**config.mk**
```make
export PLATFORM = sky130hd
export DESIGN_NAME = var_delay_line
export DESIGN_NICKNAME = d
export VERILOG_FILES = /design/src/rtl/var_delay_line.sv
export SDC_FILE = /design/constraint.sdc
export NUM_CORES = 1
export LEC_CHECK = 0
export ABC_AREA = 1
export BUFFER_PORTS_ARGS = -buffer_cell sky130_fd_sc_hd__clkbuf_2
export CORE_MARGIN = 2
export CORE_UTILIZATION = 35
export CTS_CLUSTER_DIAMETER = 150
export DETAILED_ROUTE_END_ITERATION = 12
export GPL_TIMING_DRIVEN = 0
export PLACE_DENSITY = 0.6
export SYNTH_ARGS = -nofsm -noshare
export SYNTH_HDL_FRONTEND = slang
export SYNTH_SLANG_ARGS = --single-unit
```
**constraint.sdc**
```tcl
create_clock -name clk -period 2.8 [get_ports clk]
set_clock_uncertainty 0.15 [all_clocks]
set_input_delay 0.42 -clock clk [delete_from_list [all_inputs] [get_ports clk]]
set_output_delay 0.42 -clock clk [all_outputs]
set_load 0.005 [all_outputs]
```
**src/rtl/var_delay_line.sv**
```systemverilog
// Runtime-programmable delay line for a valid-tagged N-bit stream, built on a circular history buffer.
// Define VAR_DELAY_FLUSH_EN to clear the history whenever a load changes the active delay.
module var_delay_line #(
  parameter int N = 1,
  parameter int MAX_DELAY = 16,
  parameter int INIT_DELAY = 1,
  localparam int DW = $clog2(MAX_DELAY + 1)
) (
  input  logic          clk,
  input  logic          rst,
  input  logic [N-1:0]  idata,
  input  logic          ivalid,
  input  logic [DW-1:0] delay,
  input  logic          delay_load,
  output logic [N-1:0]  odata,
  output logic          ovalid,
  output logic [DW-1:0] delay_cur
);

  localparam int AW = (MAX_DELAY > 1) ? $clog2(MAX_DELAY) : 1;
  localparam logic [DW-1:0] MAX_D  = DW'(MAX_DELAY);
  localparam logic [DW-1:0] INIT_D = DW'(INIT_DELAY);
  localparam logic [DW:0]   MAX_E  = (DW + 1)'(MAX_DELAY);
  localparam logic [AW-1:0] WP_LAST = AW'(MAX_DELAY - 1);

  logic [N-1:0]         mem [MAX_DELAY];
  logic [MAX_DELAY-1:0] valid_reg;
  logic [MAX_DELAY-1:0] valid_next;
  logic [AW-1:0]        wp_reg;
  logic [DW-1:0]        d_reg;
  logic [DW-1:0]        d_next;
  logic                 flush;
  logic [DW:0]          rd_sum;
  logic [DW:0]          rd_idx_e;
  logic [AW-1:0]        rd_idx;
  logic                 unused_rd_bits;

  assign d_next = (delay > MAX_D) ? MAX_D : delay;

`ifdef VAR_DELAY_FLUSH_EN
  assign flush = delay_load && (d_next != d_reg);
`else
  assign flush = 1'b0;
`endif

  // The slot being written always takes the new sample, even in a flush cycle.
  generate
    for (genvar gi = 0; gi < MAX_DELAY; gi++) begin : g_valid
      assign valid_next[gi] = (wp_reg == AW'(gi)) ? ivalid :
                              flush               ? 1'b0   : valid_reg[gi];
    end
  endgenerate

  always_ff @(posedge clk) begin
    if (rst) begin
      wp_reg    <= '0;
      d_reg     <= INIT_D;
      valid_reg <= '0;
    end else begin
      wp_reg    <= (wp_reg == WP_LAST) ? '0 : wp_reg + 1'b1;
      valid_reg <= valid_next;
      if (delay_load) begin
        d_reg <= d_next;
      end
    end
  end

  // Data bits carry no reset; stale contents are hidden by the valid mask.
  always_ff @(posedge clk) begin
    if (!rst) begin
      mem[wp_reg] <= idata;
    end
  end

  // (wp - D) mod MAX_DELAY as wp + (MAX_DELAY - D), folded once; never underflows.
  assign rd_sum         = (DW + 1)'(wp_reg) + (MAX_E - {1'b0, d_reg});
  assign rd_idx_e       = (rd_sum >= MAX_E) ? (rd_sum - MAX_E) : rd_sum;
  assign rd_idx         = rd_idx_e[AW-1:0];
  assign unused_rd_bits = ^rd_idx_e[DW:AW];

  always_comb begin
    ovalid = 1'b0;
    odata  = '0;
    if (d_reg == '0) begin
      ovalid = ivalid;
      odata  = ivalid ? idata : '0;
    end else begin
      ovalid = valid_reg[rd_idx];
      odata  = valid_reg[rd_idx] ? mem[rd_idx] : '0;
    end
  end

  assign delay_cur = d_reg;

endmodule
```
* Yosys cells after proc, flatten, opt, wreduce, memory -nomap -nowiden
Memory sizes are Yosys's and may differ from the RTL's.
Cells that the tools add are included.
** Storage, ports and cells
- Register bits :: 25
- Memories :: 1
- Bits in writable memories :: 16
- Logic and storage cells :: 53
** Memories
- mem :: depth 16, width 1, rd ports 1, clocked after Yosys merged registers in 0, write ports 1, RTL line 26 : logic [N-1:0] mem [MAX_DELAY];
** Operators by class
- Equality and inequality tests :: 15
- Reduce and logical (&&, ||, !) cells :: 3
- Order comparisons :: 3
- Add/sub/neg operators :: 4
- Mux-type cells :: 9
** Operator list (count)
- 4-bit == test (second input constant) :: 8
- 4-bit by 3-bit == test with 1-bit output (second input constant) :: 4
- 4-bit by 2-bit == test with 1-bit output (second input constant) :: 2
- 4-bit by 6-bit adder with 6-bit output :: 1
- 6-bit by 5-bit greater-or-equal comparator with 1-bit output (second input constant) :: 1
- 1-bit 2-to-1 mux :: 6
- 5-bit by 5-bit subtractor with 6-bit output (first input constant) :: 1
- 5-bit greater-than comparator (second input constant) :: 1
- 5-bit zero test :: 1
- 4-bit by 5-bit < comparator with 1-bit output (second input constant) :: 1
- 5-bit 2-to-1 mux :: 1
- 4-bit by 1-bit adder with 4-bit output (second input constant) :: 1
- 1-bit binary-select mux with 4-bit select :: 1
- 4-bit by 1-bit == test with 1-bit output (second input constant) :: 1
- 4-bit zero test :: 1
- 4-bit 2-to-1 mux :: 1
- 4-bit by 1-bit subtractor with 4-bit output (second input constant) :: 1
- 2-bit OR reduction :: 1

* Logic depth before layout (Yosys ltp)
- Word-level depth :: 8
- Mapped depth :: 15

* Least setup slack after synthesis
Ideal clock, no wire load.
- Kind :: flip-flop to output port
- Start :: register wp_reg[0]
- End :: output odata
- Stages on the path, launching flop included :: 15
- Data required time :: 2230 ps
- Buffers on the path :: 1
- Path slack :: 347 ps
- Data arrival time :: 1883 ps
- Cell sequence :: dfxtp_1 inv_1 ha_1 inv_1 fa_1 buf_2 inv_1 nand3_1 nand2_1 nand2_1 nand2_1 nor2_1 nor2_1 nand2_1 nand2_1
** Between the ends
- Word-level cells in the longest chain between the ends :: 7
- Elaborated cells between the ends (all ways) :: 9
- Classes of those cells :: 2 x add/sub; 1 x order compare; 5 x mux; 1 x memory
** RTL lines
- from (decl) :: RTL line 29 : logic [AW-1:0] wp_reg;
- from (signal assigned) :: RTL line 60 : wp_reg <= (wp_reg == WP_LAST) ? '0 : wp_reg + 1'b1;
- 4-bit by 6-bit adder with 6-bit output * :: RTL line 76 : assign rd_sum = (DW + 1)'(wp_reg) + (MAX_E - {1'b0, d_reg});
- 6-bit by 5-bit greater-or-equal comparator with 1-bit output or 4-bit by 1-bit subtractor with 4-bit output (tied branches) :: RTL line 77 : assign rd_idx_e = (rd_sum >= MAX_E) ? (rd_sum - MAX_E) : rd_sum;
- 4-bit 2-to-1 mux * :: RTL line 77
- 1-bit binary-select mux with 4-bit select :: RTL line 89 : odata = valid_reg[rd_idx] ? mem[rd_idx] : '0;
- 1-bit 2-to-1 mux (implied by the code) :: RTL line 89
- 1-bit 2-to-1 mux * :: RTL line 89
- 1-bit 2-to-1 mux * :: RTL line 84 : if (d_reg == '0) begin
- to (decl) :: RTL line 15 : output logic [N-1:0] odata,
Every way passes the cells marked *; elsewhere a longest branch is shown, timed or not. The select of a mux whose other input is x is not followed.

* Final worst setup path
- Start :: register wp_reg[0]
- End :: output ovalid
** Between the ends
- Word-level cells in the longest chain between the ends :: 6
- Elaborated cells between the ends (all ways) :: 7
- Classes of those cells :: 2 x add/sub; 1 x order compare; 4 x mux
** RTL lines
- 4-bit by 6-bit adder with 6-bit output * :: RTL line 76
- 6-bit by 5-bit greater-or-equal comparator with 1-bit output or 4-bit by 1-bit subtractor with 4-bit output (tied branches) :: RTL line 77
- 4-bit 2-to-1 mux * :: RTL line 77
- 1-bit binary-select mux with 4-bit select * :: RTL line 88 : ovalid = valid_reg[rd_idx];
- 1-bit 2-to-1 mux (implied by the code) * :: RTL line 88
- 1-bit 2-to-1 mux * :: RTL line 84
- to (decl) :: RTL line 16 : output logic ovalid,
Marks and branches as above.

==> impl_metrics.ini <==
[status]
outcome = finished with violations
violations = negative setup slack

[grt]
antenna_found_initial = 0
gr-total-overflow = 0
grt_pass1_vias = 1694
grt_pass1_wl_um = 8240
grt_use_total_pct = 16.5
grt_max_degree = 18

[timing]
setup_viol = 2
period_needed_ns = 3.04
final-hold-violation-count = 0
tightest_slew_ns = 0.498
min_period_over_period_pct = 109
finalWorstSetupSlack_ns = -0.243
clock.fmax_ghz = 0.329
rsz0062_at_grt = true
drv_slew = 0
relSlewSlack_pct = 66.7

[finish]
stdcell_area_um2 = 2480
fillers = 603
drive_gt1_share_pct = 17.6
n_antenna_cell = 0
ff_latch_area_um2 = 986
post-route-util_pct = 42.2
multiInputGateArea_um2 = 987
nets = 319
area_delta_synth_final_pct = 17.9

[clocking]
htreeDepth = 2
numCtsBuffers = 5
cts.sinks = 41
postCtsHoldBufs = 0
cts_tree = done
path_clk_slew_ns = 0.07
clock_path_buffers = 2
clkLatencyLatePin_ns = 0.29
clock-root-buffer = clkbuf_8

[detailed_routing]
drc_errors = 0
ant_nets = 0
drt-initial-drc-count = 231
routedWlPerCell_um = 13.5
totalWireLength_um = 5090
dr.pass1.iters = 4
vias = 1821
viasPerCell = 4.84

[placed_design]
place_area_um2 = 2270
place_hpwl_um = 3680
place_congestion = 0.853
portBuffers = 14
pre_cts_ws_ns = -0.148

[power_and_ir_drop]
ir_worst_vdd_mv = 0.240
switchingPower_uw = 453
power.share.switching_pct = 30.2
p_int_mw = 1.05
power_density_nw_per_um2 = 604
total_power_mw = 1.50
combPwrFrac_pct = 26.2
p_seq_share_pct = 43.3
power.leakage_nw = 1.05
clkPwrFrac_pct = 30.5

[die]
die_height_um = 81.6
chipWidth_um = 81.6
core_um2 = 5890
ios = 17
die_area_um2 = 6660
initial_utilization_pct = 35.8
row_count = 28

[worst_setup_path]
start_kind = flop
cp_max_fo = 8
critPathCaptureType = output port
cp_slowest_stage_delay_ns = 0.49
arrival_ns = 2.47
cp.required_ns = 2.23
crit_chain = inv_2 -> ha_4 -> inv_2 -> fa_1 -> buf_6 -> clkinvlp_4 -> nand3_2 -> nand3_2 -> nand3_2 -> nand2_2 -> buf_4 -> o21ai_2 -> clkbuf_2
crit_type = flop to output port
crit_top_cell = nand3_2
cpMaxStageDelayCell = fa_1

[yosys]
synth-seq-cells = 41
yosys.area.top_type = dfxtp_1
synth_edf_count = 16
syn_area_um2 = 2110
yosys.area.top_type_share_pct = 23.7
synth_common_cells = 77 x nand2_1, 36 x nand3_1, 29 x inv_1
synth_fp_nets = 294
postSynthCellCount = 276
yosysSeqAreaShare_pct = 46.5
syn_area_per_cell_um2 = 7.64
synth_most_common_cell = nand2_1
synthDistinctLibCells = 25
async_flop_share_pct = 0
netlist_top_cells_area = dfxtp_1 24%, edfxtp_1 23%, nand2_1 14%
synthFlopType = dfxtp_1
yosysWarningCount = 0

[run]
drv_cap = 0

[worst_hold_path]
hold_class = primary input to flop
## cell usage in the layout (no fill, tap or decap), types with 2 or more instances in the layout
cell type / n
nand2_1: 76
nand3_1: 28
inv_1: 26
nor2_1: 23
dfxtp_1: 23
a21oi_1: 20
edfxtp_1: 16
o21ai_0: 15
clkbuf_2: 14
nand3_2: 8
ha_1: 6
clkbuf_1: 5
clkbuf_8: 5
buf_6: 4
buf_4: 4
inv_2: 3
buf_2: 2
xnor2_1: 2
nand2_2: 2
nor2_2: 2
a211oi_1: 2
## what timing repair did
| action | in CTS | in global routing |
|---|---|---|
| buffers inserted | 3 | 1 |
| pin swaps | 3 | 4 |
| gates resized for setup | 10 | 12 |
| setup endpoints to repair | 2 | 2 |
## cells by family (layout without fill, tap and decap cells)
family / count (synthesis) / in the layout / synth area share (%)
AO/OA/AOI/OAI: 39 / 39 / 9.61
adder cells (fa/ha/maj): 8 / 8 / 5.10
XOR/XNOR: 3 / 3 / 1.25
flip-flops: 41 / 41 / 46.5
buffers and inverters: 43 / 68 / 9.67
AND/OR/NAND/NOR: 142 / 142 / 27.8
## per-stage QoR
stage | TNS (ns) | hold WS, ns | instances
4_1_cts | -0.319 | 0.213 | 375
6_report | -0.419 | 0.213 | 376
5_1_grt | -0.694 | 0.232 | 376
3_5_place_dp | -0.251 | 0.286 | 365
3_3_place_gp | -0.196 | 0.284 | 365
2_1_floorplan | 0 | 0.273 | 276
## worst max-delay path, delay by kind of cell (launching register included)
kind	cells	cell delay, ns
buffers and inverters	6	0.69
adder cells (fa/ha/maj)	2	0.61
AND/OR/NAND/NOR	4	0.40
flip-flops	1	0.33
AO/OA/AOI/OAI	1	0.13
## power by group through the flow
stage / clock [mW] / sequential [mW] / combinational [mW]
4_1_cts: 0.467 / 0.649 / 0.362
3_3_place_gp: 0 / 0.662 / 0.328
2_1_floorplan: 0 / 0.660 / 0.234
5_1_grt: 0.487 / 0.651 / 0.436
3_5_place_dp: 0 / 0.663 / 0.333
6_report: 0.458 / 0.649 / 0.393
## routing by layer
metal,part of all wire [%],wire length (um),GRT usage [%],vias up
met5,0,0,0,-
met4,1.3,68,5.00,0
met3,4.8,246,3.08,8
met2,47,2420,27.8,41
met1,46,2360,21.5,830
li1,-,-,-,942
## final timing paths
kind	start	end	slack [ns]	depth (start not counted)
setup / recovery	wp_reg[0]	ovalid	-0.24	13
hold / removal	delay[2]	delay_cur[2]	0.21	3
setup reg to reg	wp_reg[2]	mem[15]	1.19	5
hold reg to reg	valid_reg[9]	valid_reg[9]	0.30	2
## layout make-up
type | count | area share (%)
plain buffers | 12 | 3.58
inverters | 31 | 5.04
clock buffers | 5 | 2.77
well taps | 75 | 3.78
clock inverters | 2 | 1.41
repair buffers | 18 | 4.03
multi-input cells | 192 | 39.7
flip-flops and latches | 41 | 39.7
No activity file was read; power rests on OpenSTA's default activity.
